==> src/rtl/bk_sd_if.sv <==
// Sector handshake bundle between the backup-RAM controller and the HPS SD block.
// The master side is the controller; the slave side is the HPS/bench.
interface bk_sd_if;
  logic [31:0] sd_lba;
  logic        sd_rd;
  logic        sd_wr;
  logic        sd_ack;
  logic        sd_buff_wr;
  logic [6:0]  bram_sector;
  logic        bram_we;

  modport master (
    output sd_lba, sd_rd, sd_wr, bram_sector, bram_we,
    input  sd_ack, sd_buff_wr
  );

  modport slave (
    input  sd_lba, sd_rd, sd_wr, bram_sector, bram_we,
    output sd_ack, sd_buff_wr
  );
endinterface

==> src/rtl/bk_sd_ctrl.sv <==
// Backup-RAM load/save sequencer: streams SECTORS sectors to/from the save image.
// Define BK_AUTOSAVE_EN to let a pending change trigger a save when the OSD opens.
module bk_sd_ctrl #(
  parameter int SECTORS = 128
) (
  input  logic      clk_sys,
  input  logic      reset,
  input  logic      cart_download,
  input  logic      img_mounted,
  input  logic      img_readonly,
  input  logic      img_size_nz,
  input  logic      load_req,
  input  logic      save_req,
  input  logic      autosave_en,
  input  logic      osd_status,
  input  logic      bram_change,
  bk_sd_if.master   sd,
  output logic      bk_ena,
  output logic      bk_loading,
  output logic      bk_busy,
  output logic      sav_pending
);

  typedef enum logic {IDLE, XFER} state_t;

  localparam logic [6:0] LAST_SECTOR = 7'(SECTORS - 1);

  state_t     state_q, state_d;
  logic [6:0] lba_q, lba_d;
  logic       rd_q, rd_d;
  logic       wr_q, wr_d;
  logic       loading_q, loading_d;
  logic       ena_q, ena_d;
  logic       pend_q, pend_d;

  // armed_q masks edge detection on the first cycle out of reset
  logic armed_q;
  logic load_req_q, save_trig_q, cart_dl_q, sd_ack_q;
  logic save_trig;

`ifdef BK_AUTOSAVE_EN
  assign save_trig = save_req | (pend_q & osd_status & autosave_en);
`else
  logic unused_autosave;
  assign unused_autosave = autosave_en;
  assign save_trig       = save_req;
`endif

  logic load_rise, save_rise, dl_rise, dl_fall, ack_rise, ack_fall;
  assign load_rise = armed_q & load_req      & ~load_req_q;
  assign save_rise = armed_q & save_trig     & ~save_trig_q;
  assign dl_rise   = armed_q & cart_download & ~cart_dl_q;
  assign dl_fall   = armed_q & ~cart_download & cart_dl_q;
  assign ack_rise  = armed_q & sd.sd_ack     & ~sd_ack_q;
  assign ack_fall  = armed_q & ~sd.sd_ack    & sd_ack_q;

  always_ff @(posedge clk_sys) begin
    if (reset) begin
      state_q     <= IDLE;
      lba_q       <= '0;
      rd_q        <= 1'b0;
      wr_q        <= 1'b0;
      loading_q   <= 1'b0;
      ena_q       <= 1'b0;
      pend_q      <= 1'b0;
      armed_q     <= 1'b0;
      load_req_q  <= 1'b0;
      save_trig_q <= 1'b0;
      cart_dl_q   <= 1'b0;
      sd_ack_q    <= 1'b0;
    end else begin
      state_q     <= state_d;
      lba_q       <= lba_d;
      rd_q        <= rd_d;
      wr_q        <= wr_d;
      loading_q   <= loading_d;
      ena_q       <= ena_d;
      pend_q      <= pend_d;
      armed_q     <= 1'b1;
      load_req_q  <= load_req;
      save_trig_q <= save_trig;
      cart_dl_q   <= cart_download;
      sd_ack_q    <= sd.sd_ack;
    end
  end

  always_comb begin
    state_d   = state_q;
    lba_d     = lba_q;
    rd_d      = rd_q;
    wr_d      = wr_q;
    loading_d = loading_q;
    ena_d     = ena_q;
    pend_d    = pend_q;

    if (dl_rise) ena_d = 1'b0;
    if (cart_download & img_mounted & ~img_readonly) ena_d = 1'b1;

    if (bram_change & ~osd_status) pend_d = 1'b1;
    else if (state_q == XFER)      pend_d = 1'b0;

    if (ack_rise) begin
      rd_d = 1'b0;
      wr_d = 1'b0;
    end

    unique case (state_q)
      IDLE: begin
        // Requests only start from IDLE; anything seen during XFER is dropped
        if ((dl_fall & img_size_nz & ena_q) | (load_rise & ena_q)) begin
          state_d   = XFER;
          lba_d     = '0;
          loading_d = 1'b1;
          rd_d      = 1'b1;
          wr_d      = 1'b0;
        end else if (save_rise & ena_q) begin
          state_d   = XFER;
          lba_d     = '0;
          loading_d = 1'b0;
          rd_d      = 1'b0;
          wr_d      = 1'b1;
        end
      end
      XFER: begin
        if (ack_fall) begin
          if (lba_q == LAST_SECTOR) begin
            loading_d = 1'b0;
            state_d   = IDLE;
          end else begin
            lba_d = lba_q + 7'd1;
            rd_d  = loading_q;
            wr_d  = ~loading_q;
          end
        end
      end
      default: state_d = IDLE;
    endcase
  end

  assign sd.sd_lba      = {25'd0, lba_q};
  assign sd.sd_rd       = rd_q;
  assign sd.sd_wr       = wr_q;
  assign sd.bram_sector = lba_q;
  assign sd.bram_we     = sd.sd_buff_wr & sd.sd_ack & loading_q;

  assign bk_ena      = ena_q;
  assign bk_loading  = loading_q;
  assign bk_busy     = (state_q == XFER);
  assign sav_pending = pend_q;

endmodule

==> src/flat_wrapper.sv <==
// flat-port wrapper written by rule: the top's interface ports become plain ports
module bk_sd_ctrl_flat 
#(
  parameter int SECTORS = 128
)
  (clk_sys, reset, cart_download, img_mounted, img_readonly, img_size_nz, load_req, save_req, autosave_en, osd_status, bram_change, bk_ena, bk_loading, bk_busy, sav_pending, sd_sd_lba, sd_sd_rd, sd_sd_wr, sd_bram_sector, sd_bram_we, sd_sd_ack, sd_sd_buff_wr);
  bk_sd_if sd_i ();
  input  logic clk_sys;
  input  logic reset;
  input  logic cart_download;
  input  logic img_mounted;
  input  logic img_readonly;
  input  logic img_size_nz;
  input  logic load_req;
  input  logic save_req;
  input  logic autosave_en;
  input  logic osd_status;
  input  logic bram_change;
  output logic bk_ena;
  output logic bk_loading;
  output logic bk_busy;
  output logic sav_pending;
  output wire logic [$bits(sd_i.sd_lba)-1:0] sd_sd_lba;
  output wire logic [$bits(sd_i.sd_rd)-1:0] sd_sd_rd;
  output wire logic [$bits(sd_i.sd_wr)-1:0] sd_sd_wr;
  output wire logic [$bits(sd_i.bram_sector)-1:0] sd_bram_sector;
  output wire logic [$bits(sd_i.bram_we)-1:0] sd_bram_we;
  input wire logic [$bits(sd_i.sd_ack)-1:0] sd_sd_ack;
  input wire logic [$bits(sd_i.sd_buff_wr)-1:0] sd_sd_buff_wr;
  assign sd_sd_lba = sd_i.sd_lba;
  assign sd_sd_rd = sd_i.sd_rd;
  assign sd_sd_wr = sd_i.sd_wr;
  assign sd_bram_sector = sd_i.bram_sector;
  assign sd_bram_we = sd_i.bram_we;
  assign sd_i.sd_ack = sd_sd_ack;
  assign sd_i.sd_buff_wr = sd_sd_buff_wr;
  bk_sd_ctrl #(.SECTORS(SECTORS)) u_core (.clk_sys(clk_sys), .reset(reset), .cart_download(cart_download), .img_mounted(img_mounted), .img_readonly(img_readonly), .img_size_nz(img_size_nz), .load_req(load_req), .save_req(save_req), .autosave_en(autosave_en), .osd_status(osd_status), .bram_change(bram_change), .sd(sd_i), .bk_ena(bk_ena), .bk_loading(bk_loading), .bk_busy(bk_busy), .sav_pending(sav_pending));
endmodule
==> config.mk <==
export PLATFORM = sky130hd
export DESIGN_NAME = bk_sd_ctrl_flat
export DESIGN_NICKNAME = d
export VERILOG_FILES = /design/src/rtl/bk_sd_if.sv /design/src/rtl/bk_sd_ctrl.sv /design/src/flat_wrapper.sv
export SDC_FILE = /design/constraint.sdc
export NUM_CORES = 1
export LEC_CHECK = 0
export BUFFER_PORTS_ARGS = -buffer_cell sky130_fd_sc_hd__buf_2
export CAP_MARGIN = 15
export CORE_AREA = 2 2 53 55
export DETAILED_ROUTE_END_ITERATION = 10
export DIE_AREA = 0 0 55 57
export PLACE_DENSITY = 0.77
export SYNTH_ARGS = -nofsm -noshare
export SYNTH_HDL_FRONTEND = slang
export SYNTH_SLANG_ARGS = --single-unit
==> constraint.sdc <==
create_clock -name clk_sys -period 1.8 [get_ports clk_sys]
set_input_delay 0 -clock clk_sys [delete_from_list [all_inputs] [get_ports clk_sys]]
set_output_delay 0 -clock clk_sys [all_outputs]
set_load 0.02 [all_outputs]
* Yosys cells after proc, flatten, opt, wreduce, memory -nomap -nowiden
Cells that the tools add are included.
** Cells by class
- Add/sub/neg operators :: 1
- Eq/ne operators :: 5
- Mux-type cells :: 32
- Bitwise operators :: 32
- Reductions and logical operators :: 4
** Operators by type and width (count)
- $mux W7 :: 4
- $mux W1 :: 23
- $and A1 B1 Y1 :: 21
- $pmux W7 S2 :: 1
- $not A1 Y1 :: 10
- $pmux W1 S2 :: 4
- $add A7 B1 Y7 const B :: 1
- $eq A7 B7 Y1 const B :: 1
- $ne A2 B2 Y1 const B :: 3
- $reduce_and A3 Y1 :: 2
- $reduce_bool A2 Y1 :: 2
- $ne A3 B1 Y1 const B :: 1
- $or A1 B1 Y1 :: 1
** Storage, ports and cells
- Register bits after elaboration :: 18
- Bits of input ports :: 13
- Output and inout port bits :: 46
- Logic and storage cells :: 86

* Depth between registers and ports, before layout
Gate-level depths: netlist of run 1.
- Word-level depth :: 8
- Gate-level depth with buffers :: 5
- Depth with buffers taken out :: 5

* Worst setup path before layout of run 1
No wires, ideal clock.
- Kind :: reg2reg
- From :: register u_core.lba_q[0] (netlist: u_core.sd.bram_sector[0])
- To :: register u_core.loading_q (netlist: u_core.bk_loading)
- Setup time :: 0.117 ns
- Data arrival time :: 1.452 ns
- Required time :: 1.683 ns
- Path slack :: 0.230 ns
- Cell stages (with the launch flop) :: 6
- Buffers on the path :: 0
- Clock period less this slack :: 1.570 ns
- Cells stage by stage :: dfxtp_1 -> ha_1 -> nand3_2 -> nor2_1 -> a31oi_1 -> a32o_1
** On the way
- Cells in the longest elaborated chain, start to end :: 3
** Ends and longest elaborated chain
- start: declaration :: RTL line bk_sd_ctrl.sv:29 : logic [6:0] lba_q, lba_d;
- start signal: assignment :: RTL line bk_sd_ctrl.sv:73 : lba_q <= lba_d;
- $eq A7 B7 Y1 :: RTL line bk_sd_ctrl.sv:126 : if (lba_q == LAST_SECTOR) begin
- $ne A2 B2 Y1 (no line)
- $reduce_and A3 Y1 (no line)
- end signal: assignment :: RTL line bk_sd_ctrl.sv:76 : loading_q <= loading_d;
- end: declaration :: RTL line bk_sd_ctrl.sv:32 : logic loading_q, loading_d;
No other way between the ends.
A chain may end at the register's enable or synchronous reset.

* Worst setup path after layout of run 1
- From :: register u_core.lba_q[0] (netlist: u_core.sd.bram_sector[0])
- To :: register u_core.lba_q[2] (netlist: u_core.sd.bram_sector[2])
** On the way
- Cells in the longest elaborated chain, start to end :: 4
- Elaborated cells on any way between the ends :: 7
- Those cells by class :: add/sub (1); eq/ne (2); mux (3); reduce/logical (1)
** Ends and longest elaborated chain
- $add A7 B1 Y7 :: RTL line bk_sd_ctrl.sv:130 : lba_d = lba_q + 7'd1;
- $mux W7 :: RTL line bk_sd_ctrl.sv:126
- $mux W7 :: RTL line bk_sd_ctrl.sv:125 : if (ack_fall) begin
- $pmux W7 S2 :: RTL line bk_sd_ctrl.sv:107 : unique case (state_q)
Several ways; a longest one is shown, not always the timed one. The select of a mux whose other input is x is not followed.

==> results of run 1 <==
-- layer usage --
layer | vias to the layer above | share of wire [%] | global-route usage [%]
met5 | - | 0 | 0
met4 | 0 | 1.3 | 5.226
met3 | 4 | 5.9 | 3.141
met2 | 36 | 51 | 23.47
met1 | 409 | 42 | 17.33
li1 | 445 | - | -
-- final timing paths --
path	to	slack [ns]	depth (start not counted)
worst max register to register	u_core.sd.bram_sector[2]	0.21	5
worst min-delay path	u_core.cart_dl_q	0.04	2
worst min register to register	u_core.sav_pending	0.48	2
worst max-delay path	u_core.sd.bram_sector[2]	0.21	5
-- registers in the layout, indices dropped and copies added, names as in the netlist --
signal	flops
u_core.armed_q	1
u_core.bk_busy	1
u_core.bk_ena	1
u_core.bk_loading	1
u_core.cart_dl_q	1
u_core.load_req_q	1
u_core.sav_pending	1
u_core.save_trig_q	1
u_core.sd.bram_sector	7
u_core.sd.sd_rd	1
u_core.sd.sd_wr	1
u_core.sd_ack_q	1
-- logic make-up (layout without fill, tap and decap cells) --
| kind of cell | after synthesis | count (layout) |
|---|---|---|
| buffers and inverters | 35 | 46 |
| AO/OA/AOI/OAI | 25 | 25 |
| flip-flops | 18 | 18 |
| other | 1 | 25 |
| adder cells (fa/ha/maj) | 1 | 1 |
| multiplexers | 3 | 3 |
| AND/OR/NAND/NOR | 37 | 37 |
-- what timing repair did --
| item | in CTS | in global routing |
|---|---|---|
| buffers inserted | 0 | 0 |
| hold endpoints to repair | 6 | 0 |
| hold buffers | 8 | 0 |
-- layout by cell type (no fill, tap or decap), types with 3 or more instances in the layout --
master,count
buf_2,32
conb_1,25
dfxtp_1,18
dlygate4sd3_1,8
nor2b_1,6
nand2_1,6
a21oi_1,5
nand3_1,4
nand3b_1,4
nand2b_1,4
nor2_1,3
a21o_1,3
clkbuf_4,3
-- critical path, stage by stage, from the launching register on --
cell and delay (ns):
dfxtp_1 0.36, ha_1 0.25, nand3_2 0.13, nor2_1 0.11
o211a_4 0.29, a221o_1 0.34
-- stage by stage --
| stage | hold WS (ns) | area [sq um] | utilization [%] | total power [mW] | worst slack [ns] |
|---|---|---|---|---|---|
| after floorplan | 0.08800 | 1175 | - | 0.5516 | 0.2302 |
| after global placement | 0.2304 | 1126 | 43.06 | 0.5336 | 0.2780 |
| after detailed placement | 0.2562 | 1126 | 43.06 | 0.5368 | 0.2318 |
| after CTS | 0.03479 | 1242 | 47.51 | 0.8031 | 0.2092 |
| after global routing | 0.05855 | 1242 | 47.51 | 0.8401 | 0.06066 |
| final | 0.04004 | 1242 | 47.51 | 0.7971 | 0.2115 |
-- area by class of cell --
type,count,share of cell area [%]
multi-input combinational,91,44.71
sequential,18,29.00
timing repair buffer,41,19.94
tap,31,3.122
clock buffer,4,2.920
inverter,1,0.3021
-- where the power goes --
group / leakage [nW] / internal, mW / switching (mW)
clock: 0.0210 / 0.124 / 0.132
sequential: 0.147 / 0.409 / 0.00835
combinational: 0.479 / 0.0413 / 0.0828
==> out/summary.txt, run 1 <==
=====================================================================================================
Number of instances resized during post-cts repair                                                  0
Main flop type after synthesis                                                                dfxtp_1
Highest attainable clock frequency                                                         0.6295 GHz
Post-DR wirelength/cell                                                                      11.05 um
TritonCTS clock tree                                                                             done
Number of hold violations in the final report                                                       0
Multiplexer share of the synthesized area                                                      2.884%
Combinational family with the most area after synthesis                                  buffers and inverters
Total number of placement rows                                                                     19
Post-synthesis share of cell area spent on and, or, nand and nor gates                         20.88%
Cell Pwr Density                                                                         641.5 nW/um^2
Setup tns final                                                                                  0 ns
Largest fanout of any net on the critical path                                                      6
Arrival time reported for the critical path endpoint                                          1.78 ns
Setup repair after global routing missed its margin                                             false
Die footprint                                                                              3135 sq um
Run status                                                                               finished, final reports clean
Most frequent cells after synthesis                                                      32 x buf_4, 18 x dfxtp_1, 6 x nand2_1, 6 x nor2b_1, 5 x a21oi_1
Die outline height                                                                              57 um
Clock Skew                                                                                0.007830 ns
FILL cells                                                                                        262
Clock Root Buffer                                                                            clkbuf_4
Post-layout net count                                                                             170
Static leakage                                                                              0.6469 nW
Final wirelength                                                                              2055 um
Post-DP HPWL                                                                                  1531 um
Time the worst path needs with I/O delays and setup                                          1.588 ns
Number of storage elements in the synthesis netlist                                                18
Final estimated routing congestion in global placement                                         0.7897
Final setup vio count                                                                               0
Vias/cell                                                                                       4.806
Number of warnings reported in the yosys synthesis log                                              0
H-tree depth reported by CTS                                                                        1
First-pass GRT wire length                                                                    3256 um
Critical Path End Type                                                                      flip-flop
Total area of multi-input combinational cells                                             555.5 sq um
Worst r2r src                                                                            u_core.sd.bram_sector[0]
Number of buffers inserted during clock tree synthesis                                              3
Via count of the first global-routing pass                                                        756
Cell types with the largest area share after synthesis                                   dfxtp_1 33%, buf_4 22%, nor2b_1 3.5%, nand3b_1 2.8%, a21oi_1 2.3%
Maximum Capacitance Violations                                                                      0
Gr usage total                                                                                 14.08%
Storage cell area                                                                         360.3 sq um
Most common cell in the synthesized netlist                                                     buf_4
Final antenna diode count                                                                           0
Num ports                                                                                          59
Final antenna-violating net count                                                                   0
Clock-pin transition on the worst setup and hold timing paths                                 0.11 ns
Max-slew violation total from the final report                                                      0
Area share of the largest cell type after synthesis                                            33.22%
Starting density of the core                                                                   41.48%
Clock buffer depth                                                                                  2
Pin count of the biggest net entering global routing                                               15
Crit path launch type                                                                       flip-flop
Synthesized cell area                                                                      1085 sq um
Final worst path period share                                                                  88.25%
XOR/XNOR share of the synthesized area                                                             0%
Drt pass-1 iters                                                                                    5
Fraction of final layout cells sized beyond drive strength 1                                   28.39%
Clock latency reported for the late side of the worst-skew pair                               0.30 ns
Core region area                                                                           2615 sq um
Clock net sink count                                                                               18
Starting DRT DRC Count                                                                             10
Count of placed standard cells including taps                                                     174
Post-synth cell types                                                                              39
Post-layout instance count excluding filler cells                                                 186
Async set-or-reset flop fraction in the synthesized netlist                                        0%
Setup crit start                                                                         u_core.sd.bram_sector[0]
EDFF count, synth                                                                                   0
Gate Count Post-Synth                                                                             120
Post-Syn Area per Cell                                                                    9.040 sq um
Overall via count from detail_route                                                               894
Setup Crit Path Kind                                                                          reg2reg
Data required time at the worst endpoint                                                      1.99 ns
Number of buffer cells added on primary ports                                                      32
Area grow syn2layout                                                                           14.53%
Post-detailed-route DRC marker count                                                                0
Top cell type by total area after synthesis                                                   dfxtp_1
IR Drop Worst-Case VDD                                                                      0.4427 mV
Post-synthesis share of cell area spent on full adders, half adders and majority gates         1.153%
Antenna violations before repair                                                                    0
Die width                                                                                       55 um
Share of the yosys chip area belonging to registers                                            33.22%
Area fraction in compound gates after synthesis                                                17.65%
Worst hold path class                                                                          in2reg
Total congestion overflow after global routing                                                      0
Start point of the worst min-delay path                                                         reset
=====================================================================================================
No activity file was read; power rests on OpenSTA's default activity.
==> run 2: changes to the inputs <==
--- a/config.mk
+++ b/config.mk
@@ -7,10 +7,9 @@
 export LEC_CHECK = 0
 export BUFFER_PORTS_ARGS = -buffer_cell sky130_fd_sc_hd__buf_2
 export CAP_MARGIN = 15
-export CORE_AREA = 2 2 53 55
+export CORE_AREA = 2 2 62 64
 export DETAILED_ROUTE_END_ITERATION = 10
-export DIE_AREA = 0 0 55 57
-export PLACE_DENSITY = 0.77
+export DIE_AREA = 0 0 64 66
 export SYNTH_ARGS = -nofsm -noshare
 export SYNTH_HDL_FRONTEND = slang
 export SYNTH_SLANG_ARGS = --single-unit
==> run 2 against run 1 <==
Sequential cell count stayed put. Wire length decreased by 2.1%. Final cell count up 9.1%. Power shrank 0.54%. Core utilization shrank 12 points. Clock skew decreased by 0.00075 ns. Clock-buffer cell count stayed put. Sequential power is essentially flat. Largest cell class unchanged.
==> out/summary.txt, run 2 (synthesis gave the netlist of run 1 again) <==
==============================================================================
Cell Pwr Density                                                  627.3 nW/um^2
Die width                                                                64 um
First-pass GRT wire length                                             3077 um
Final antenna-violating net count                                            0
FILL cells                                                                 387
Largest register FFs                                                         7
Num ports                                                                   59
Clock net sink count                                                        18
Total number of placement rows                                              22
Area grow syn2layout                                                    16.49%
Pin count of the biggest net entering global routing                        15
Leading cell types in the layout, fill and taps excluded          32 x buf_2, 25 x conb_1, 18 x dfxtp_1
Clock buffer depth                                                           2
Post-DP Area                                                        1147 sq um
Final setup vio count                                                        0
Max-slew violation total from the final report                               0
IR Drop Worst-Case VDD                                               0.3997 mV
Largest fanout of any net on the critical path                               6
Leading cell type in the layout, fill and taps excluded                  buf_2
Number of instances resized during post-cts repair                           0
Gr usage total                                                          9.249%
Starting DRT DRC Count                                                      20
Post-DP HPWL                                                           1502 um
Post-detailed-route DRC marker count                                         0
Time the worst path needs with I/O delays and setup                   1.590 ns
Setup tns final                                                           0 ns
Die outline height                                                       66 um
Clock-pin transition on the worst setup and hold timing paths          0.11 ns
Hold slack final                                                    0.04503 ns
Static leakage                                                       0.6469 nW
Run status                                                        finished, final reports clean
Crit path launch type                                                flip-flop
Final estimated routing congestion in global placement                  0.7086
Clock Root Buffer                                                     clkbuf_4
Final wirelength                                                       2012 um
Final antenna diode count                                                    0
H-tree depth reported by CTS                                                 1
Number of hold violations in the final report                                0
Worst hold path class                                                   in2reg
Highest attainable clock frequency                                  0.6289 GHz
Critical Path End Type                                               flip-flop
Total congestion overflow after global routing                               0
Overall via count from detail_route                                        853
Starting density of the core                                            30.55%
Number of buffers inserted during clock tree synthesis                       3
Data required time at the worst endpoint                               1.99 ns
Post-layout net count                                                      170
Final worst path period share                                           88.33%
Post-DR wirelength/cell                                               9.911 um
Arrival time reported for the critical path endpoint                   1.78 ns
Maximum Capacitance Violations                                               0
Clock latency reported for the late side of the worst-skew pair        0.29 ns
Total area of multi-input combinational cells                      555.5 sq um
Antenna violations before repair                                             0
Drt pass-1 iters                                                             4
TritonCTS clock tree                                                      done
Total chip power                                                     0.7927 mW
Via count of the first global-routing pass                                 685
Setup Crit Path Kind                                                   reg2reg
Core region area                                                    3551 sq um
Number of buffers inserted by post-CTS setup repair                          0
Number of buffer cells added on primary ports                               32
Die footprint                                                       4224 sq um
Setup repair after global routing missed its margin                      false
Vias/cell                                                                4.202
Storage cell area                                                  360.3 sq um
Clock Skew                                                         0.007075 ns
Number of hold buffers added after cts                                       8
Fraction of final layout cells sized beyond drive strength 1            28.39%
Final Cell Area                                                     1264 sq um
==============================================================================
-- run 2: cell counts in the layout (fill, tap and decap cells not counted) --
No cell type changed its count.
-- run 2: metal layers --
metal,vias to the layer above,global-route usage [%],wire [um]
met2,37,16.15,943
met1,381,11.43,922
met3,0,3.066,147
met5,-,0,0
met4,0,0.8152,0
li1,435,-,-
-- run 2: power by group --
group	switching (mW)	leakage, nW	internal (mW)
Clock	0.129	0.0210	0.123
Sequential	0.00875	0.147	0.409
Combinational	0.0817	0.479	0.0405
Total	0.220	0.647	0.573
-- run 2: worst max-delay path, cell delays in order (launching register included) --
cell,delay (ns)
dfxtp_1,0.42
ha_1,0.22
nand3_2,0.14
nor2_1,0.30
a31oi_1,0.13
a32o_1,0.27
-- run 2: final timing paths --
check | to | slack [ns] | from | depth (start not counted)
setup / recovery | u_core.bk_loading | 0.21 | u_core.sd.bram_sector[0] | 5
hold / removal | u_core.cart_dl_q | 0.05 | reset | 2
setup reg to reg | u_core.bk_loading | 0.21 | u_core.sd.bram_sector[0] | 5
hold reg to reg | u_core.sav_pending | 0.49 | u_core.sav_pending | 2
-- run 2: area by class of cell --
type                    count  share of cell area (%)
multi-input cells          91                   43.96
repair buffers             41                   19.60
flip-flops and latches     18                   28.51
well taps                  48                   4.752
inverters                   1                  0.2970
clock buffers               4                   2.871
-- run 2: per-stage QoR --
step,util [%],worst slack (ns),cells
2_1_floorplan,-,0.2302,144
3_3_place_gp,32.31,0.2458,191
3_5_place_dp,32.31,0.2358,191
4_1_cts,35.59,0.2145,203
5_1_grt,35.59,0.09926,203
6_report,35.59,0.2100,203
==> run 3: changes to the inputs <==
--- a/config.mk
+++ b/config.mk
@@ -5,11 +5,12 @@
 export SDC_FILE = /design/constraint.sdc
 export NUM_CORES = 1
 export LEC_CHECK = 0
+export ABC_AREA = 1
 export BUFFER_PORTS_ARGS = -buffer_cell sky130_fd_sc_hd__buf_2
 export CAP_MARGIN = 15
-export CORE_AREA = 2 2 62 64
+export CORE_AREA = 2 2 63 65
 export DETAILED_ROUTE_END_ITERATION = 10
-export DIE_AREA = 0 0 64 66
+export DIE_AREA = 0 0 65 67
 export SYNTH_ARGS = -nofsm -noshare
 export SYNTH_HDL_FRONTEND = slang
 export SYNTH_SLANG_ARGS = --single-unit
==> run 3 against run 2 <==
Final cell count rose by 20%. Cell area grew 4.8%. Register-to-register slack better by 0.14 ns. Sequential share of layout area decreased by 1.3 points.
==> out/summary.txt, run 3 <==
=====================================================================================================
Clock buffer depth                                                                                  2
Total number of placement rows                                                                     22
Max-slew violation total from the final report                                                      0
Crit path launch type                                                                       flip-flop
Crit-path cells                                                                          ha_1 -> nand3_2 -> o21ai_0 -> nor2_1 -> nand2_1 -> a21oi_2
Count of placed standard cells including taps                                                     233
H-tree depth reported by CTS                                                                        1
Worst setup timing slack at the placement stage                                             0.3649 ns
Number of warnings reported in the yosys synthesis log                                              0
Drt pass-1 iters                                                                                    4
Final antenna diode count                                                                           0
Final setup vio count                                                                               0
Post-synthesis share of cell area spent on full adders, half adders and majority gates         1.094%
Post-DP Area                                                                               1209 sq um
Maximum Capacitance Violations                                                                      0
Met3 Track Usage GR                                                                           0.8446%
Gr usage total                                                                                 10.79%
Setup tns final                                                                                  0 ns
Antenna violations before repair                                                                    0
Total chip power                                                                            0.8697 mW
Slowest stage cell on the critical path                                                       dfxtp_1
Largest fanout of any net on the critical path                                                      6
Largest register FFs                                                                                7
Clock net sink count                                                                               18
Cell types with the largest area share after synthesis                                   dfxtp_1 32%, buf_4 21%, nand2_1 11%, inv_1 5.9%, nor2_1 5.6%
Starting DRT DRC Count                                                                             30
Post-layout instance count excluding filler cells                                                 243
Area fraction in compound gates after synthesis                                                10.94%
Clock Skew                                                                                0.001177 ns
Post-detailed-route DRC marker count                                                                0
Post-synthesis share of cell area spent on and, or, nand and nor gates                         27.35%
Post-layout net count                                                                             210
Arrival time reported for the critical path endpoint                                          1.58 ns
Gate Count Post-Synth                                                                             163
Final estimated routing congestion in global placement                                         0.7413
Most frequent cells after synthesis                                                      33 x nand2_1, 32 x buf_4, 18 x dfxtp_1, 18 x inv_1, 17 x nor2_1
Area share of the largest cell type after synthesis                                            31.51%
Clock Root Buffer                                                                            clkbuf_8
Top cell type by total area after synthesis                                                   dfxtp_1
Hold slack final                                                                           0.01686 ns
Clock-pin transition on the worst setup and hold timing paths                                 0.07 ns
Async set-or-reset flop fraction in the synthesized netlist                                        0%
Gr busiest metal                                                                                 met2
Number of storage elements in the synthesis netlist                                                18
Post-DP HPWL                                                                                  1638 um
Synthesized cell area                                                                      1144 sq um
Via count of the first global-routing pass                                                        873
Cell Pwr Density                                                                         657.0 nW/um^2
Worst hold path class                                                                          in2reg
Pin count of the biggest net entering global routing                                               17
Run status                                                                               finished, final reports clean
Leading cell type in the layout, fill and taps excluded                                       nand2_1
Final worst path period share                                                                  80.35%
Post-DR wirelength/cell                                                                      8.827 um
Smallest setup slack after layout                                                           0.3537 ns
Main flop type after synthesis                                                                dfxtp_1
Time the worst path needs with I/O delays and setup                                          1.446 ns
Final wirelength                                                                              2145 um
Overall via count from detail_route                                                               964
Post-synth cell types                                                                              21
Combinational family with the most area after synthesis                                  buffers and inverters
Multiplexer share of the synthesized area                                                          0%
Setup repair after global routing missed its margin                                             false
XOR/XNOR share of the synthesized area                                                        0.7659%
Vias/cell                                                                                       3.967
Core region area                                                                           3606 sq um
Die outline height                                                                              67 um
Leading cell types in the layout, fill and taps excluded                                 33 x nand2_1, 32 x buf_2, 25 x conb_1
Critical Path End Type                                                                      flip-flop
CP max stage delay                                                                            0.41 ns
Setup Crit Path Kind                                                                          reg2reg
Most common cell in the synthesized netlist                                                   nand2_1
Number of hold violations in the final report                                                       0
Final Cell Area                                                                            1324 sq um
Number of buffer cells added on primary ports                                                      32
Number of instances resized during post-cts repair                                                  0
Highest attainable clock frequency                                                         0.6914 GHz
IR Drop Worst-Case VDD                                                                      0.1939 mV
Final antenna-violating net count                                                                   0
Met2 Resource Use GR                                                                           18.30%
First-pass GRT wire length                                                                    3684 um
Number of buffers inserted during clock tree synthesis                                              3
EDFF count, synth                                                                                   0
Share of the yosys chip area belonging to registers                                            31.51%
Num ports                                                                                          59
Die footprint                                                                              4355 sq um
Starting density of the core                                                                   31.71%
Post-Syn Area per Cell                                                                    7.016 sq um
Static leakage                                                                              0.6878 nW
TritonCTS clock tree                                                                             done
Area grow syn2layout                                                                           15.75%
Die width                                                                                       65 um
Total congestion overflow after global routing                                                      0
Data required time at the worst endpoint                                                      1.93 ns
Fraction of final layout cells sized beyond drive strength 1                                   23.08%
Finished Core Util                                                                             36.71%
Clock latency reported for the late side of the worst-skew pair                               0.25 ns
Met1 global-route usage                                                                        13.14%
=====================================================================================================
run 3: critical path: cells and delay by family, from the launching register on:
kind / cells / cell delay [ns]
and+or+nand+nor: 3 / 0.33
DFF: 1 / 0.41
adders and majority gates: 1 / 0.25
AOI/OAI and AO/OA: 2 / 0.32
run 3: cells by family (layout without fill, tap and decap cells):
| logic type | count (synthesis) | count (layout) |
|---|---|---|
| buf+inv | 53 | 61 |
| fa+ha+maj | 1 | 1 |
| flops | 18 | 18 |
| xor+xnor | 1 | 1 |
| other cells | 1 | 25 |
| compound gates | 20 | 20 |
| simple gates | 69 | 69 |
run 3: routing by layer:
| metal | vias up | part of all wire, % |
|---|---|---|
| li1 | 516 | - |
| met5 | - | 0 |
| met3 | 4 | 6.0 |
| met1 | 410 | 45 |
| met4 | 0 | 2.4 |
| met2 | 34 | 46 |
run 3: worst paths after layout:
path	start	end	slack, ns	cells past startpoint
worst max register to register	u_core.sd.bram_sector[1]	u_core.sd.bram_sector[1]	0.35	6
worst min register to register	u_core.sav_pending	u_core.sav_pending	0.46	2
worst min-delay path	img_readonly	u_core.bk_ena	0.02	3
worst max-delay path	u_core.sd.bram_sector[1]	u_core.sd.bram_sector[1]	0.35	6
run 3: report_power, final:
group          switching, mW  internal [mW]
combinational         0.0918         0.0349
clock                  0.133          0.194
sequential           0.00598          0.410
run 3: area by class of cell:
class	count	area, sq um
timing repair buffer	39	227.7
inverter	18	67.56
fill	404	2282
multi-input combinational	116	553.0
tap	48	60.06
clock buffer	4	55.05
sequential	18	360.3
run 3: repair_timing:
item,CTS,global route
endpoints found under the hold margin,5,0
buffers inserted,0,0
hold buffers,6,0
